--- src/rtl/sram_access_ctrl.sv ---
// -----------------------------------------------------------------------------
// sram_access_ctrl
//   Request-driven sequencer that produces the asynchronous-SRAM pin protocol
//   for a 16-bit external memory. The host side accepts one request at a time
//   through valid/ready. Each request is answered with a one-cycle ack, and a
//   read also returns its data with rd_valid.
//
//   Sequence per bus cycle: IDLE -> SETUP (1) -> ACCESS (WAIT_CYCLES) -> HOLD (1)
//   -> IDLE. A request with no byte lane enabled is acked one cycle later and
//   never touches the bus. Every pin output is a register. The next-state logic
//   computes each pin value for the state that is being entered.
//
// Parameters
//   ADDR_W       word-address width
//   DATA_W       data width, split into two byte lanes (lb/ub)
//   WAIT_CYCLES  clocks spent in ACCESS (1..15; 0 behaves as 1)
//
// Ports
//   clk, rst_n                       clock, asynchronous active-low reset
//   req_valid/req_ready              host handshake (ready only in IDLE)
//   req_we/req_addr/req_wdata/req_be request fields; be = {ub,lb}, active high
//   ack, rd_valid, rd_data           completion pulse, read-data pulse, read data
//   sram_ce_n, sram_ce2, sram_we_n,
//   sram_oe_n, sram_lb_n, sram_ub_n,
//   sram_addr, sram_wdata,
//   sram_wdata_oe                    SRAM pins and data-bus drive enable
//   sram_rdata                       data returned by the SRAM
//   stat_rd_cnt, stat_wr_cnt         saturating counts of acked reads and writes
//
// Configuration
//   SRAM_ACCESS_CTRL_STATS_EN        when defined, the stat_* counters are
//                                    implemented. Otherwise they are tied to 0.
// -----------------------------------------------------------------------------
module sram_access_ctrl #(
  parameter int ADDR_W      = 22,
  parameter int DATA_W      = 16,
  parameter int WAIT_CYCLES = 2
) (
  input  logic              clk,
  input  logic              rst_n,
  input  logic              req_valid,
  output logic              req_ready,
  input  logic              req_we,
  input  logic [ADDR_W-1:0] req_addr,
  input  logic [DATA_W-1:0] req_wdata,
  input  logic [1:0]        req_be,
  output logic              ack,
  output logic              rd_valid,
  output logic [DATA_W-1:0] rd_data,
  output logic              sram_ce_n,
  output logic              sram_ce2,
  output logic              sram_we_n,
  output logic              sram_oe_n,
  output logic              sram_lb_n,
  output logic              sram_ub_n,
  output logic [ADDR_W-1:0] sram_addr,
  output logic [DATA_W-1:0] sram_wdata,
  output logic              sram_wdata_oe,
  input  logic [DATA_W-1:0] sram_rdata,
  output logic [15:0]       stat_rd_cnt,
  output logic [15:0]       stat_wr_cnt
);

  localparam int WAIT_EFF = (WAIT_CYCLES < 1) ? 1 : WAIT_CYCLES;
  localparam int HALF_W   = DATA_W / 2;
  localparam logic [3:0] WAIT_LOAD = 4'(WAIT_EFF - 1);

  typedef enum logic [1:0] {IDLE, SETUP, ACCESS, HOLD} state_t;

  state_t              state_q, state_d;
  logic [3:0]          wait_q, wait_d;
  logic                op_we_q, op_we_d;
  logic [1:0]          be_q, be_d;
  logic                req_ready_q, req_ready_d;
  logic                ack_q, ack_d;
  logic                rd_valid_q, rd_valid_d;
  logic [DATA_W-1:0]   rd_data_q, rd_data_d;
  logic                ce_n_q, ce_n_d;
  logic                ce2_q, ce2_d;
  logic                we_n_q, we_n_d;
  logic                oe_n_q, oe_n_d;
  logic                lb_n_q, lb_n_d;
  logic                ub_n_q, ub_n_d;
  logic [ADDR_W-1:0]   addr_q, addr_d;
  logic [DATA_W-1:0]   wdata_q, wdata_d;
  logic                wdata_oe_q, wdata_oe_d;
  logic [DATA_W-1:0]   lane_mask;

  // A disabled byte lane is not driven by the SRAM, so it reads back as zero.
  assign lane_mask = {{HALF_W{be_q[1]}}, {HALF_W{be_q[0]}}};

  always_comb begin
    state_d    = state_q;
    wait_d     = wait_q;
    op_we_d    = op_we_q;
    be_d       = be_q;
    ack_d      = 1'b0;
    rd_valid_d = 1'b0;
    rd_data_d  = rd_data_q;
    ce_n_d     = ce_n_q;
    ce2_d      = ce2_q;
    we_n_d     = we_n_q;
    oe_n_d     = oe_n_q;
    lb_n_d     = lb_n_q;
    ub_n_d     = ub_n_q;
    addr_d     = addr_q;
    wdata_d    = wdata_q;
    wdata_oe_d = wdata_oe_q;

    case (state_q)
      IDLE: begin
        if (req_valid && req_ready_q) begin
          if (req_be == 2'b00) begin
            // Nothing to transfer: complete at once and leave the bus quiet.
            ack_d = 1'b1;
            if (!req_we) begin
              rd_valid_d = 1'b1;
              rd_data_d  = '0;
            end
          end else begin
            state_d    = SETUP;
            op_we_d    = req_we;
            be_d       = req_be;
            addr_d     = req_addr;
            if (req_we) wdata_d = req_wdata;
            ce_n_d     = 1'b0;
            ce2_d      = 1'b1;
            lb_n_d     = ~req_be[0];
            ub_n_d     = ~req_be[1];
            wdata_oe_d = req_we;
          end
        end
      end
      SETUP: begin
        state_d = ACCESS;
        wait_d  = WAIT_LOAD;
        if (op_we_q) begin
          we_n_d = 1'b0;
        end else begin
          oe_n_d     = 1'b0;
          wdata_oe_d = 1'b0;
        end
      end
      ACCESS: begin
        if (wait_q == 4'd0) begin
          // Last ACCESS edge: capture read data, then strobes go high for HOLD.
          // Chip enable, address and data stay where they are.
          state_d = HOLD;
          we_n_d  = 1'b1;
          oe_n_d  = 1'b1;
          ack_d   = 1'b1;
          if (!op_we_q) begin
            rd_valid_d = 1'b1;
            rd_data_d  = sram_rdata & lane_mask;
          end
        end else begin
          wait_d = wait_q - 4'd1;
        end
      end
      HOLD: begin
        state_d    = IDLE;
        ce_n_d     = 1'b1;
        ce2_d      = 1'b0;
        lb_n_d     = 1'b1;
        ub_n_d     = 1'b1;
        wdata_oe_d = 1'b0;
      end
      default: state_d = IDLE;
    endcase

    req_ready_d = (state_d == IDLE);
  end

  always_ff @(posedge clk or negedge rst_n) begin
    if (!rst_n) begin
      state_q     <= IDLE;
      wait_q      <= 4'd0;
      op_we_q     <= 1'b0;
      be_q        <= 2'b00;
      req_ready_q <= 1'b0;
      ack_q       <= 1'b0;
      rd_valid_q  <= 1'b0;
      rd_data_q   <= '0;
      ce_n_q      <= 1'b1;
      ce2_q       <= 1'b0;
      we_n_q      <= 1'b1;
      oe_n_q      <= 1'b1;
      lb_n_q      <= 1'b1;
      ub_n_q      <= 1'b1;
      addr_q      <= '0;
      wdata_q     <= '0;
      wdata_oe_q  <= 1'b0;
    end else begin
      state_q     <= state_d;
      wait_q      <= wait_d;
      op_we_q     <= op_we_d;
      be_q        <= be_d;
      req_ready_q <= req_ready_d;
      ack_q       <= ack_d;
      rd_valid_q  <= rd_valid_d;
      rd_data_q   <= rd_data_d;
      ce_n_q      <= ce_n_d;
      ce2_q       <= ce2_d;
      we_n_q      <= we_n_d;
      oe_n_q      <= oe_n_d;
      lb_n_q      <= lb_n_d;
      ub_n_q      <= ub_n_d;
      addr_q      <= addr_d;
      wdata_q     <= wdata_d;
      wdata_oe_q  <= wdata_oe_d;
    end
  end

  assign req_ready     = req_ready_q;
  assign ack           = ack_q;
  assign rd_valid      = rd_valid_q;
  assign rd_data       = rd_data_q;
  assign sram_ce_n     = ce_n_q;
  assign sram_ce2      = ce2_q;
  assign sram_we_n     = we_n_q;
  assign sram_oe_n     = oe_n_q;
  assign sram_lb_n     = lb_n_q;
  assign sram_ub_n     = ub_n_q;
  assign sram_addr     = addr_q;
  assign sram_wdata    = wdata_q;
  assign sram_wdata_oe = wdata_oe_q;

`ifdef SRAM_ACCESS_CTRL_STATS_EN
  logic [15:0] rd_cnt_q, wr_cnt_q;

  // Counts follow the ack decision, so requests with no lanes enabled are counted too.
  always_ff @(posedge clk or negedge rst_n) begin
    if (!rst_n) begin
      rd_cnt_q <= 16'h0000;
      wr_cnt_q <= 16'h0000;
    end else if (ack_d) begin
      if (rd_valid_d) begin
        if (rd_cnt_q != 16'hFFFF) rd_cnt_q <= rd_cnt_q + 16'd1;
      end else begin
        if (wr_cnt_q != 16'hFFFF) wr_cnt_q <= wr_cnt_q + 16'd1;
      end
    end
  end

  assign stat_rd_cnt = rd_cnt_q;
  assign stat_wr_cnt = wr_cnt_q;
`else
  assign stat_rd_cnt = 16'h0000;
  assign stat_wr_cnt = 16'h0000;
`endif

endmodule

--- config.mk ---
export PLATFORM = sky130hd
export DESIGN_NAME = sram_access_ctrl
export DESIGN_NICKNAME = d
export VERILOG_FILES = /design/src/rtl/sram_access_ctrl.sv
export SDC_FILE = /design/constraint.sdc
export NUM_CORES = 1
export LEC_CHECK = 0
export BUFFER_PORTS_ARGS = -buffer_cell sky130_fd_sc_hd__buf_2
export CORE_MARGIN = 4
export CORE_UTILIZATION = 46
export DETAILED_ROUTE_END_ITERATION = 8
export GPL_TIMING_DRIVEN = 0
export PLACE_DENSITY = 0.77
export SLEW_MARGIN = 0
export SYNTH_ARGS = -nofsm -noshare
export SYNTH_HDL_FRONTEND = slang
export SYNTH_SLANG_ARGS = --single-unit
--- constraint.sdc ---
create_clock -name clk -period 2.1 [get_ports clk]
set_clock_uncertainty 0.05 [all_clocks]
set_input_delay 0.42 -clock clk [delete_from_list [all_inputs] [get_ports clk]]
set_output_delay 0.42 -clock clk [all_outputs]
set_load 0.005 [all_outputs]
[Word level (Yosys, flattened, before mapping)]
Index checks and enable logic that the tools add are counted.
Word-level totals
  register bits after elaboration: 73
  word-level logic and storage cells: 93
Cells by class
  add/sub/neg operators: 1
  equal/unequal tests: 12
  mux-type cells: 42
  bitwise gates (word level): 4
  reductions and logical operators: 17
Operators with widths (number)
  $mux W16: 5
  $pmux W16 S2: 1
  $mux W1: 21
  $ne A2 B2 Y1 const B: 9
  $and A16 B16 Y16: 1
  $pmux W1 S2: 8
  $reduce_and A3 Y1: 4
  $pmux W2 S4: 1
  $pmux W4 S2: 1
  $reduce_and A4 Y1: 2
  $logic_not A2 Y1: 3
  $mux W2: 3
  $reduce_and A6 Y1: 1
  $reduce_bool A2 Y1: 3
  $eq A2 B2 Y1 const B: 2
  $logic_not A4 Y1: 1
  $mux W4: 1
  $sub A4 B1 Y4 const B: 1
  $not A1 Y1: 3
  $pmux W1 S3: 1
  $reduce_bool A3 Y1: 1
  $eq A2 B1 Y1 const B: 1
  $reduce_and A2 Y1: 1
  $logic_and A1 B1 Y1: 1

[Logic depth before layout (Yosys ltp)]
Gate-level depths: netlist of run 1.
  word-level depth: 5
  mapped depth: 8

[Worst setup path after synthesis of run 1]
OpenSTA, ideal clock, no wires.
  path kind: reg-to-reg
  start: register state_q[0]
  end: register rd_data_q[6] (netlist: rd_data[6])
  library setup time: 0.121 ns
  arrival: 1.708 ns
  required time: 1.929 ns
  slack: 0.221 ns
  cell stages (with the launch flop): 9
  period minus slack after synthesis: 1.879 ns
  cell sequence: dfrtp_1 inv_1 ha_1 clkbuf_1 inv_2 nor3_4 o21ai_2 buf_6 a22o_1
Between the ends
  longest elaborated chain between the ends: 3
  elaborated cells between the ends (all ways): 10
Ends and longest elaborated chain
  start, declared: RTL line 70  | state_t state_q, state_d;
  start signal, assigned: RTL line 194  | state_q <= state_d;
  $eq A2 B2 Y1 / $logic_not A2 Y1 (equally long branches): RTL line 110  | case (state_q)
  $ne A2 B2 Y1 (no source line) / $reduce_bool A2 Y1 (equally long branches)
  $reduce_and A6 Y1 (no source line)
  end signal, assigned: RTL line 201  | rd_data_q <= rd_data_d;
  end, declared: RTL line 77  | logic [DATA_W-1:0] rd_data_q, rd_data_d;
Several ways; a longest one is shown, not always the timed one.
A chain may end at the register's enable or synchronous reset.

[Worst setup path in the final report of run 1]
  start: register wait_q[0]
  end: register rd_data_q[7] (netlist: rd_data[7])
Between the ends
  longest elaborated chain between the ends: 3
Ends and longest elaborated chain
  start, declared: RTL line 71  | logic [3:0] wait_q, wait_d;
  start signal, assigned: RTL line 195  | wait_q <= wait_d;
  $logic_not A4 Y1: RTL line 145  | if (wait_q == 4'd0) begin
  $ne A2 B2 Y1 (no source line)
  $reduce_and A6 Y1 (no source line)
No other way between the ends.

==> metrics.yaml, run 1 <==
outcome: "complete, no violations"
drive_gt1_share_pct: 44.6
ys.flop_type: "dfrtp_1"
hold_class: "in2async"
hold_viol_final: 0
synthesis.area_um2: 3190
pin_count: 156
hold_buffers: 0
cts_buffers: 9
drtIter0Drc: 92
areaGrowthSynthToFinish_pct: 35.5
register_area_um2: 1830
fin_setup_tns_ns: 0
postSynthCellCount: 288
synth_cell_types: 42
required_ns: 2.26
synth-edff-count: 0
design_area_um2: 4320
antenna_found_initial: 0
wl_met3_um: 581
worstSetupEndpointType: "flip-flop"
drc: 0
ys_warn_count: 0
n_fill_cell: 540
initial_core_util_pct: 47.2
grt_max_degree: 74
setup_violations: 0
max_freq_mhz: 493
grt_pass1_wl_um: 11800
gp_congestion: 0.753
antenna_cells: 0
met2_length_um: 3410
die_height_um: 91.2
path_cells: "inv_2 > ha_4 > or3b_4 > nor3_4 > o21ai_4 > buf_6 > a22o_1"
gr-total-overflow: 0
core_um2: 6760
top_layer_used: "met4"
post-route-period-util_pct: 96.6
slew_headroom_pct: 41.2
wl_per_cell_um: 13.2
ir_worst_vdd_v: 0.000611
grt_pass1_vias: 2551
cp_slowest_cell: "or3b_4"
power_leakage_nw: 2.43
die_w_um: 91.2
seq_area_frac_synth_pct: 57.5
synth_top_area_share_pct: 53.4
fin_crit_ns: 2.03
vias: 2552
finalNetCount: 526
power_density_nw_per_um2: 1280
drt-met1-wl_um: 3060
root_buffer: "clkbuf_8"
syn_avg_cell_area_um2: 11.1
first_pass_iters: 4
slew_violations: 0
track_usage_pct: 17.5
worstPathArrival_ns: 2.19
critPathMaxStageDelay_ns: 0.41
finalPower_mw: 5.51
clkTransAtPathRegs_ns: 0.07
cts_sinks: 73
yosys-top-cells-area: "dfrtp_1 (53%), nand2_1 (9.4%), buf_4 (7.5%), a22o_1 (4.9%), dfstp_2 (4.1%)"
viasPerCell: 4.69
dpl-instance-area_um2: 4020
yosys.area.top_type: "dfrtp_1"
crit_type: "reg2reg"
place_hpwl_um: 5370
dieArea_um2: 8320
ys_async_sr_fraction_pct: 100
final_cell_mix: "buf_2 (126), nand2_1 (80), dfrtp_1 (68)"
cts_tree: "done"
placementRows: 30
port_buffers: 123
htreeDepth: 3
ys_ff_latch: 73
final_common_cell: "buf_2"
ctsLongestPathBuffers: 2
multiInputGateArea_um2: 1190
clk-insertion-delay-late_ns: 0.32
totalWireLength_um: 7170
worst_setup_path_start_kind: "flip-flop"
r2r_cells: 7
cap_violations: 0
worst_slew_pin_slew_ns: 0.882
crit_fanout: 8
detail-route-antenna-nets: 0
-- synth_stat cells, types with 2 or more instances --
| cell | instances |
|---|---|
| nor2_1 | 5 |
| dfstp_2 | 5 |
| clkbuf_1 | 4 |
| nor3_1 | 2 |
| buf_2 | 4 |
| inv_1 | 5 |
| mux2_1 | 9 |
| o22ai_1 | 2 |
| a31oi_1 | 6 |
| ha_1 | 7 |
| a21oi_1 | 3 |
| o2111ai_1 | 2 |
| mux2_2 | 7 |
| a22o_1 | 18 |
| o21ai_0 | 2 |
| a211oi_1 | 2 |
| dfrtp_1 | 68 |
| and3_1 | 2 |
| inv_2 | 2 |
| buf_4 | 32 |
| nand2_1 | 80 |
-- final timing paths --
check	startpoint	end	slack [ns]
worst max-delay path	wait_q[0]$_DFFE_PN0P_	rd_data[7]$_DFFE_PN0P_	0.07
worst min-delay path	rst_n	sram_addr[11]$_DFFE_PN0P_	0.18
worst max register to register	wait_q[0]$_DFFE_PN0P_	rd_data[7]$_DFFE_PN0P_	0.07
worst min register to register	be_q[1]$_DFFE_PN0P_	be_q[1]$_DFFE_PN0P_	0.42
max in group asynchronous	rst_n	sram_wdata[10]$_DFFE_PN0P_	1.26
min in group clk	req_addr[9]	sram_addr[9]$_DFFE_PN0P_	0.23
-- metrics by stage --
stage / setup WS, ns / utilization [%] / instances / hold WS, ns
2_1_floorplan: 0.221 / - / 319 / 0.0744
3_3_place_gp: -0.00475 / 59.5 / 522 / 0.404
3_5_place_dp: -0.0301 / 59.5 / 522 / 0.406
4_1_cts: -0.00351 / 62.6 / 537 / 0.195
5_1_grt: -0.0148 / 63.9 / 544 / 0.219
6_report: 0.0716 / 63.9 / 544 / 0.176
-- power breakdown --
group	switching (mW)	internal (mW)
clock network	0.464	0.646
registers	0.304	2.00
logic	1.06	1.02
total	1.83	3.67
-- area by class of cell --
cell class / count / area share (%)
Timing Repair Buffer: 131 / 15.7
Clock buffer: 14 / 4.00
Buffer: 40 / 6.61
Clock inverter: 2 / 0.812
Tap cell: 80 / 2.32
Inverter: 7 / 0.609
Sequential cell: 73 / 42.5
Multi-Input combinational cell: 197 / 27.5
-- registers in the layout, summed over array words and instances (netlist names) --
| register | count |
|---|---|
| sram_wdata | 16 |
| ack | 1 |
| sram_ce_n | 1 |
| sram_ce2 | 1 |
| be_q | 2 |
| sram_we_n | 1 |
| sram_ub_n | 1 |
| sram_wdata_oe | 1 |
| rd_data | 16 |
| rd_valid | 1 |
| wait_q | 4 |
| state_q | 2 |
| op_we_q | 1 |
| sram_lb_n | 1 |
| sram_addr | 22 |
| req_ready | 1 |
| sram_oe_n | 1 |
-- critical path, delay by kind of cell (launching register included) --
family	cells	cell delay [ns]
buffers and inverters	2	0.27
DFF	1	0.40
adders and majority gates	1	0.14
and+or+nand+nor	2	0.70
AOI/OAI and AO/OA	2	0.36
-- kinds of logic after synthesis --
kind of cell / synth area share [%]
DFF: 57.5
adders and majority gates: 2.75
other: 0.118
xor gates and xnor gates: 0.275
muxes: 5.97
AOI/OAI and AO/OA: 10.1
and+or+nand+nor: 13.3
buffers and inverters: 9.93
-- layer usage --
metal	up-vias	track usage, %
met5	-	0
met3	13	4.56
met1	1178	21.2
li1	1247	-
met4	0	7.41
met2	114	29.3
-- timing repair --
item	CTS	global route
pin swaps	0	3
endpoints found under the setup margin	19	36
resized for setup	1	8
buffers inserted	0	7
gates cloned	0	1
Power figures use the tool's default switching activity.
==> run 2: changes to the inputs <==
--- a/config.mk
+++ b/config.mk
@@ -7,10 +7,10 @@
 export LEC_CHECK = 0
 export BUFFER_PORTS_ARGS = -buffer_cell sky130_fd_sc_hd__buf_2
 export CORE_MARGIN = 4
-export CORE_UTILIZATION = 46
+export CORE_UTILIZATION = 41
 export DETAILED_ROUTE_END_ITERATION = 8
 export GPL_TIMING_DRIVEN = 0
-export PLACE_DENSITY = 0.77
+export PLACE_DENSITY = 0.72
 export SLEW_MARGIN = 0
 export SYNTH_ARGS = -nofsm -noshare
 export SYNTH_HDL_FRONTEND = slang
==> constraint.sdc (replaced) <==
create_clock -name clk -period 1.8 [get_ports clk]
set_clock_uncertainty 0.05 [all_clocks]
set_input_delay 0.36 -clock clk [delete_from_list [all_inputs] [get_ports clk]]
set_output_delay 0.36 -clock clk [all_outputs]
set_load 0.005 [all_outputs]
==> metrics.yaml, run 2 (same netlist as run 1, synthesis figures left out) <==
cts_buffers: 9  # unchanged
cts_tree: "done"
htreeDepth: 3  # unchanged
ctsLongestPathBuffers: 2  # unchanged
pwr-share-comb_pct: 37.9  # about the same
track_usage_pct: 15.9  # -1.6 points
worst_slew_pin_slew_ns: 0.519  # -0.363 ns
p_clk_share_pct: 23.9  # +3.7 points
power_density_nw_per_um2: 1570  # +23%
grt_max_degree: 66  # -11%
slew_violations: 0  # unchanged
worstPathArrival_ns: 2.04  # -0.15 ns
core_um2: 7410  # +9.6%
crit_type: "reg2reg"
gp_congestion: 0.749  # -0.58%
pin_count: 156  # unchanged
ir_worst_vdd_v: 0.000733  # +20%
finalNetCount: 530  # +0.76%
fin_setup_tns_ns: -0.550  # -0.550 ns
die_height_um: 96.2  # +5.4%
drc: 0  # unchanged
p_seq_share_pct: 38.3  # -3.6 points
placementRows: 31  # +3.3%
setup_violations: 16  # +16
reg2reg_slack_ns: -0.08  # -0.15 ns
final_common_cell: "buf_2"
root_buffer: "clkbuf_8"
power_leakage_nw: 2.52  # +3.7%
hold_slack_ns: 0.160  # -0.0156 ns
viasPerCell: 4.50  # -4.0%
outcome: "finished with violations"
clk-insertion-delay-late_ns: 0.33  # about the same
finalPower_mw: 7.06  # +28%
required_ns: 1.97  # -0.29 ns
hold_viol_final: 0  # unchanged
antenna_cells: 0  # unchanged
worstSetupEndpointType: "flip-flop"
areaGrowthSynthToFinish_pct: 41.6
final_cell_mix: "buf_2 (123), nand2_1 (79), dfrtp_1 (68)"
port_buffers: 123  # unchanged
fin_crit_ns: 1.88  # -0.153 ns
initial_core_util_pct: 43.0  # -4.2 points
crit_fanout: 5  # -3
largest_register_ffs: 22  # unchanged
dieArea_um2: 9250  # +11%
antenna_found_initial: 0  # unchanged
grt_pass1_vias: 2489  # -2.4%
die_w_um: 96.2  # +5.4%
power.internal_mw: 4.78  # +30%
totalWireLength_um: 7480  # +4.4%
worstHoldStart: "req_addr[3]"
rsz0062_at_grt: "yes"
first_pass_iters: 4  # unchanged
drive_gt1_share_pct: 46.4  # +1.8 points
slew_headroom_pct: 65.3  # +24 points
post-route-period-util_pct: 104  # +7.6 points
timing.rr.start: "wait_q[0]$_DFFE_PN0P_"
n_fill_cell: 619  # +15%
vias: 2554  # +0.078%
clkTransAtPathRegs_ns: 0.08  # about the same
power.net_switching_mw: 2.28  # +25%
swShare_pct: 32.3  # -0.94 points
worst_setup_path_start_kind: "flip-flop"
fin_ws_ns: -0.0753  # -0.147 ns
grt_pass1_wl_um: 11400  # -3.5%
cts_sinks: 73  # unchanged
cap_violations: 0  # unchanged
drtIter0Drc: 125  # +36%
gr-total-overflow: 0  # unchanged
max_freq_mhz: 533  # +8.2%
wl_per_cell_um: 13.2  # +0.13%
detail-route-antenna-nets: 0  # unchanged
place_hpwl_um: 5450  # +1.5%
crit_start: "wait_q[0]$_DFFE_PN0P_"
violations: "negative setup slack"
final_util_pct: 60.9  # -3.0 points
hold_class: "in2reg"
[run 2: cell count changes in the layout (fill, tap and decap cells not counted), sizes merged]
cell / change
clkbuf: -5
inv: +2
clkinv: -1
buf: +4
dlygate4sd3: +1
bufinv: +3
[run 2: final timing paths]
kind	to	cells past startpoint
min in group asynchronous	rd_data[12]$_DFFE_PN0P_	2
max in group asynchronous	sram_ce_n$_DFFE_PN1P_	3
worst min-delay path	sram_addr[3]$_DFFE_PN0P_	3
worst max-delay path	rd_data[7]$_DFFE_PN0P_	7
worst min register to register	sram_addr[20]$_DFFE_PN0P_	2
worst max register to register	rd_data[7]$_DFFE_PN0P_	7
[run 2: worst max-delay path: stages (launching register included)]
cell	delay (ns)
dfrtp_1	0.39
inv_2	0.09
ha_4	0.13
or3b_4	0.39
nor3_4	0.20
o21ai_4	0.12
buf_6	0.16
a22o_1	0.23
[run 2: what timing repair did]
action,in CTS,in global routing
endpoints found under the setup margin,48,37
hold buffers,1,0
resized for setup,12,9
endpoints found under the hold margin,8,0
gates cloned,1,0
pin swaps,20,2
setup buffers,8,1
[run 2: routing by layer]
layer | track usage, % | part of all wire, % | wire length [um] | up-vias
met5 | 0 | 0 | 0 | -
met4 | 5.33 | 0.72 | 54 | 0
met3 | 4.53 | 9.9 | 741 | 4
met2 | 25.6 | 48 | 3560 | 117
met1 | 20.5 | 42 | 3130 | 1173
li1 | - | - | - | 1260
[run 2: power by group through the flow]
stage,Clock (mW),Combinational [mW],Sequential (mW)
6_report,1.69,2.67,2.70
5_1_grt,1.82,3.00,2.78
4_1_cts,1.73,2.65,2.71
3_5_place_dp,0,2.38,2.73
3_3_place_gp,0,2.30,2.69
2_1_floorplan,0,1.32,2.76
[run 2: final cells by class]
cell class | instances | area, um2 | area share [%]
buffer | 40 | 298 | 6.60
tap | 99 | 124 | 2.75
inverter | 7 | 31.3 | 0.693
clock inverter | 6 | 138 | 3.05
sequential | 73 | 1830 | 40.6
clock buffer | 10 | 128 | 2.83
multi-input combinational | 197 | 1210 | 26.9
timing repair buffer | 135 | 747 | 16.6
[run 2: through the flow]
| stage | setup WS [ns] | instance area (um2) | cells |
|---|---|---|---|
| after floorplan | -0.0552 | 3340 | 319 |
| final | -0.0753 | 4510 | 567 |
| after detailed placement | -0.221 | 4110 | 542 |
| after CTS | -0.0851 | 4490 | 566 |
| after global routing | -0.188 | 4510 | 567 |
| after global placement | -0.181 | 4080 | 541 |
==> run 3: changes to the inputs <==
--- a/config.mk
+++ b/config.mk
@@ -5,12 +5,13 @@
 export SDC_FILE = /design/constraint.sdc
 export NUM_CORES = 1
 export LEC_CHECK = 0
+export ABC_AREA = 1
 export BUFFER_PORTS_ARGS = -buffer_cell sky130_fd_sc_hd__buf_2
 export CORE_MARGIN = 4
-export CORE_UTILIZATION = 41
+export CORE_UTILIZATION = 43
 export DETAILED_ROUTE_END_ITERATION = 8
 export GPL_TIMING_DRIVEN = 0
-export PLACE_DENSITY = 0.72
+export PLACE_DENSITY = 0.77
 export SLEW_MARGIN = 0
 export SYNTH_ARGS = -nofsm -noshare
 export SYNTH_HDL_FRONTEND = slang
==> metrics.yaml, run 3 <==
outcome: "complete, no violations"
drc: 0  # unchanged
fin_crit_ns: 1.70  # -0.177 ns
yosys.area.top_type: "dfrtp_1"
pin_count: 156  # unchanged
ir_worst_vdd_v: 0.000657  # -10%
gr-total-overflow: 0  # unchanged
detail-route-antenna-nets: 0  # unchanged
hold_viol_final: 0  # unchanged
areaGrowthSynthToFinish_pct: 31.8
antenna_found_initial: 0  # unchanged
htreeDepth: 3  # unchanged
gp_congestion: 0.800  # +6.9%
design_area_um2: 4580  # +1.4%
power_leakage_nw: 2.79  # +11%
postSynthCellCount: 414  # +44%
final_cell_mix: "nand2_1 (159), buf_2 (132), dfrtp_1 (68)"
path_cells: "inv_1 > ha_1 > buf_6 > nand2_1 > o21ai_2 > nor2_4 > nand3_4 > buf_4 > nand2_1 > nand2_1"
ys_ff_latch: 73  # unchanged
post-route-period-util_pct: 94.3  # -9.8 points
synth_top_area_share_pct: 49.0  # -4.4 points
power.net_switching_mw: 2.71  # +19%
cp_slowest_cell: "dfrtp_1"
drt-met1-wl_um: 3570  # +14%
drtIter0Drc: 138  # +10%
root_buffer: "clkbuf_8"
totalWireLength_um: 8210  # +9.7%
port_buffers: 123  # unchanged
cap_violations: 0  # unchanged
synth.top_cells.by_count: "nand2_1 (159), dfrtp_1 (68), buf_4 (35)"
r2r_cells: 10  # +3
power.internal_mw: 4.33  # -9.5%
viasPerCell: 4.42  # -1.8%
finalNonFillerCells: 691  # +22%
swShare_pct: 38.5  # +6.2 points
grt_max_degree: 72  # +9.1%
cts_buffers: 9  # unchanged
vias: 3056  # +20%
ys_async_sr_fraction_pct: 100  # unchanged
place_hpwl_um: 6160  # +13%
worstPathArrival_ns: 1.87  # -0.17 ns
min_path_cells: 3  # unchanged
clkTransAtPathRegs_ns: 0.07  # about the same
p_clk_share_pct: 15.3  # -8.6 points
cp_top_family: "simple AND/OR/NAND/NOR gates"
max_freq_mhz: 589  # +10%
clk-insertion-delay-late_ns: 0.33  # about the same
placementRows: 32  # +3.2%
post-place-cells: 671  # +24%
crit_top_cell: "nand2_1"
initial_core_util_pct: 44.5  # +1.5 points
cts_tree: "done"
track_usage_pct: 17.6  # +1.7 points
hold_class: "in2reg"
grt_pass1_vias: 2991  # +20%
core_um2: 7810  # +5.4%
pwr-share-comb_pct: 44.3  # +6.4 points
multiInputGateArea_um2: 1300  # +7.3%
dieArea_um2: 9580  # +3.6%
slew_violations: 0  # unchanged
n_fill_cell: 736  # +19%
synth_cell_types: 25  # -40%
largest_register_ffs: 22  # unchanged
register_area_um2: 1830  # unchanged
worst_setup_path_start_kind: "flip-flop"
cts_sinks: 73  # unchanged
final_common_cell: "nand2_1"
finalPower_mw: 7.04  # -0.42%
wl_per_cell_um: 11.9  # -10%
met2_length_um: 3920  # +10%
crit_type: "reg2reg"
yosys-top-cells-area: "dfrtp_1 (49%), nand2_1 (17%), buf_4 (7.6%), dfstp_2 (3.8%), nand3_1 (3.7%)"
seq_area_frac_synth_pct: 52.8  # -4.7 points
die_height_um: 97.9  # +1.8%
die_w_um: 97.9  # +1.8%
synthesis.area_um2: 3470  # +9.0%
dpl-instance-area_um2: 4360  # +6.3%
wl_met3_um: 601  # -19%
ys.flop_type: "dfrtp_1"
crit_fanout: 10  # +5
p_seq_share_pct: 40.3  # +2.0 points
drive_gt1_share_pct: 34.3  # -12 points
critPathMaxStageDelay_ns: 0.39  # about the same
antenna_cells: 0  # unchanged
syn_avg_cell_area_um2: 8.39  # -24%
ys_warn_count: 0  # unchanged
grt_pass1_wl_um: 13900  # +22%
power_density_nw_per_um2: 1540  # -1.8%
finalNetCount: 652  # +23%
path_buf_inv: 3  # +1
worstSetupPathDepth: 10  # +3
yosysMostFrequentCell: "nand2_1"
worstSetupEndpointType: "flip-flop"
setup_violations: 0  # -16
ctsLongestPathBuffers: 2  # unchanged
first_pass_iters: 8  # +4
required_ns: 1.97  # about the same
top_layer_used: "met4"
synth-edff-count: 0  # unchanged
[run 3: changes by cell type after synthesis, sizes merged, moves of 3 or more]
cell    delta
a22o      -18
a31oi      -6
buf        +9
clkbuf     -3
inv       +27
mux2      -16
nand2     +80
nand3     +26
nand4     +15
nor2      +23
nor3       -4
o21ai      +9
[run 3: stage by stage]
stage               hold slack, ns  util [%]  setup slack, ns  setup TNS (ns)
floorplan                   0.0144         -            0.204               0
global placement             0.398      55.5           -0.130           -8.58
detailed placement           0.116      55.9         0.000900               0
CTS                          0.155      58.2           0.0144               0
global route                 0.155      58.6          -0.0230          -0.265
finish                       0.166      58.6            0.102               0
[run 3: timing repair]
item / in CTS / in global routing
hold buffers: 1 / 0
endpoints found under the hold margin: 2 / 0
resized for setup: 0 / 2
endpoints found under the setup margin: 1 / 48
buffers inserted: 1 / 3
pin swaps: 1 / 0
[run 3: cells by family (layout without fill, tap and decap cells)]
| family | after synthesis | after routing | synth area share [%] |
|---|---|---|---|
| xor+xnor | 1 | 1 | 0.252 |
| simple gates | 232 | 232 | 27.9 |
| compound gates | 18 | 18 | 2.99 |
| flops | 73 | 73 | 52.8 |
| buf+inv | 82 | 226 | 13.4 |
| fa+ha+maj | 7 | 7 | 2.52 |
| other cells | 1 | 32 | 0.108 |
[run 3: tightest hold or removal path: stages]
cell and delay (ns):
buf_2 0.07, nand2_1 0.04, nand2_1 0.04
[run 3: worst paths after layout]
check / from / endpoint / slack [ns]
hold reg to reg: rd_data[5]$_DFFE_PN0P_ / rd_data[5]$_DFFE_PN0P_ / 0.42
setup reg to reg: state_q[0]$_DFF_PN0_ / rd_data[12]$_DFFE_PN0P_ / 0.10
setup / recovery: state_q[0]$_DFF_PN0_ / rd_data[12]$_DFFE_PN0P_ / 0.10
max in group asynchronous: rst_n / sram_ub_n$_DFFE_PN1P_ / 0.81
hold / removal: req_addr[18] / sram_addr[18]$_DFFE_PN0P_ / 0.17
min in group asynchronous: rst_n / sram_wdata[0]$_DFFE_PN0P_ / 0.32
[run 3: power groups by stage]
stage                     clock network, mW  registers (mW)  logic, mW
after global routing                   1.20            2.95       3.55
final                                  1.08            2.84       3.12
after detailed placement                  0            2.86       2.99
after global placement                    0            2.85       2.87
after CTS                              1.11            2.84       3.04
after floorplan                           0            2.91       1.70
[run 3: final cells by class]
| type | count | share of cell area [%] |
|---|---|---|
| sequential | 73 | 40.0 |
| multi-input combinational | 290 | 28.5 |
| timing repair buffer | 129 | 15.0 |
| buffer | 48 | 7.41 |
| clock buffer | 11 | 3.09 |
| inverter | 34 | 2.79 |
| tap | 102 | 2.79 |
| clock inverter | 4 | 0.437 |
[run 3: per-layer routing]
| metal | vias up | track usage, % |
|---|---|---|
| met2 | 101 | 28.2 |
| li1 | 1563 | - |
| met3 | 14 | 4.14 |
| met1 | 1378 | 23.6 |
| met5 | - | 0 |
| met4 | 0 | 5.75 |
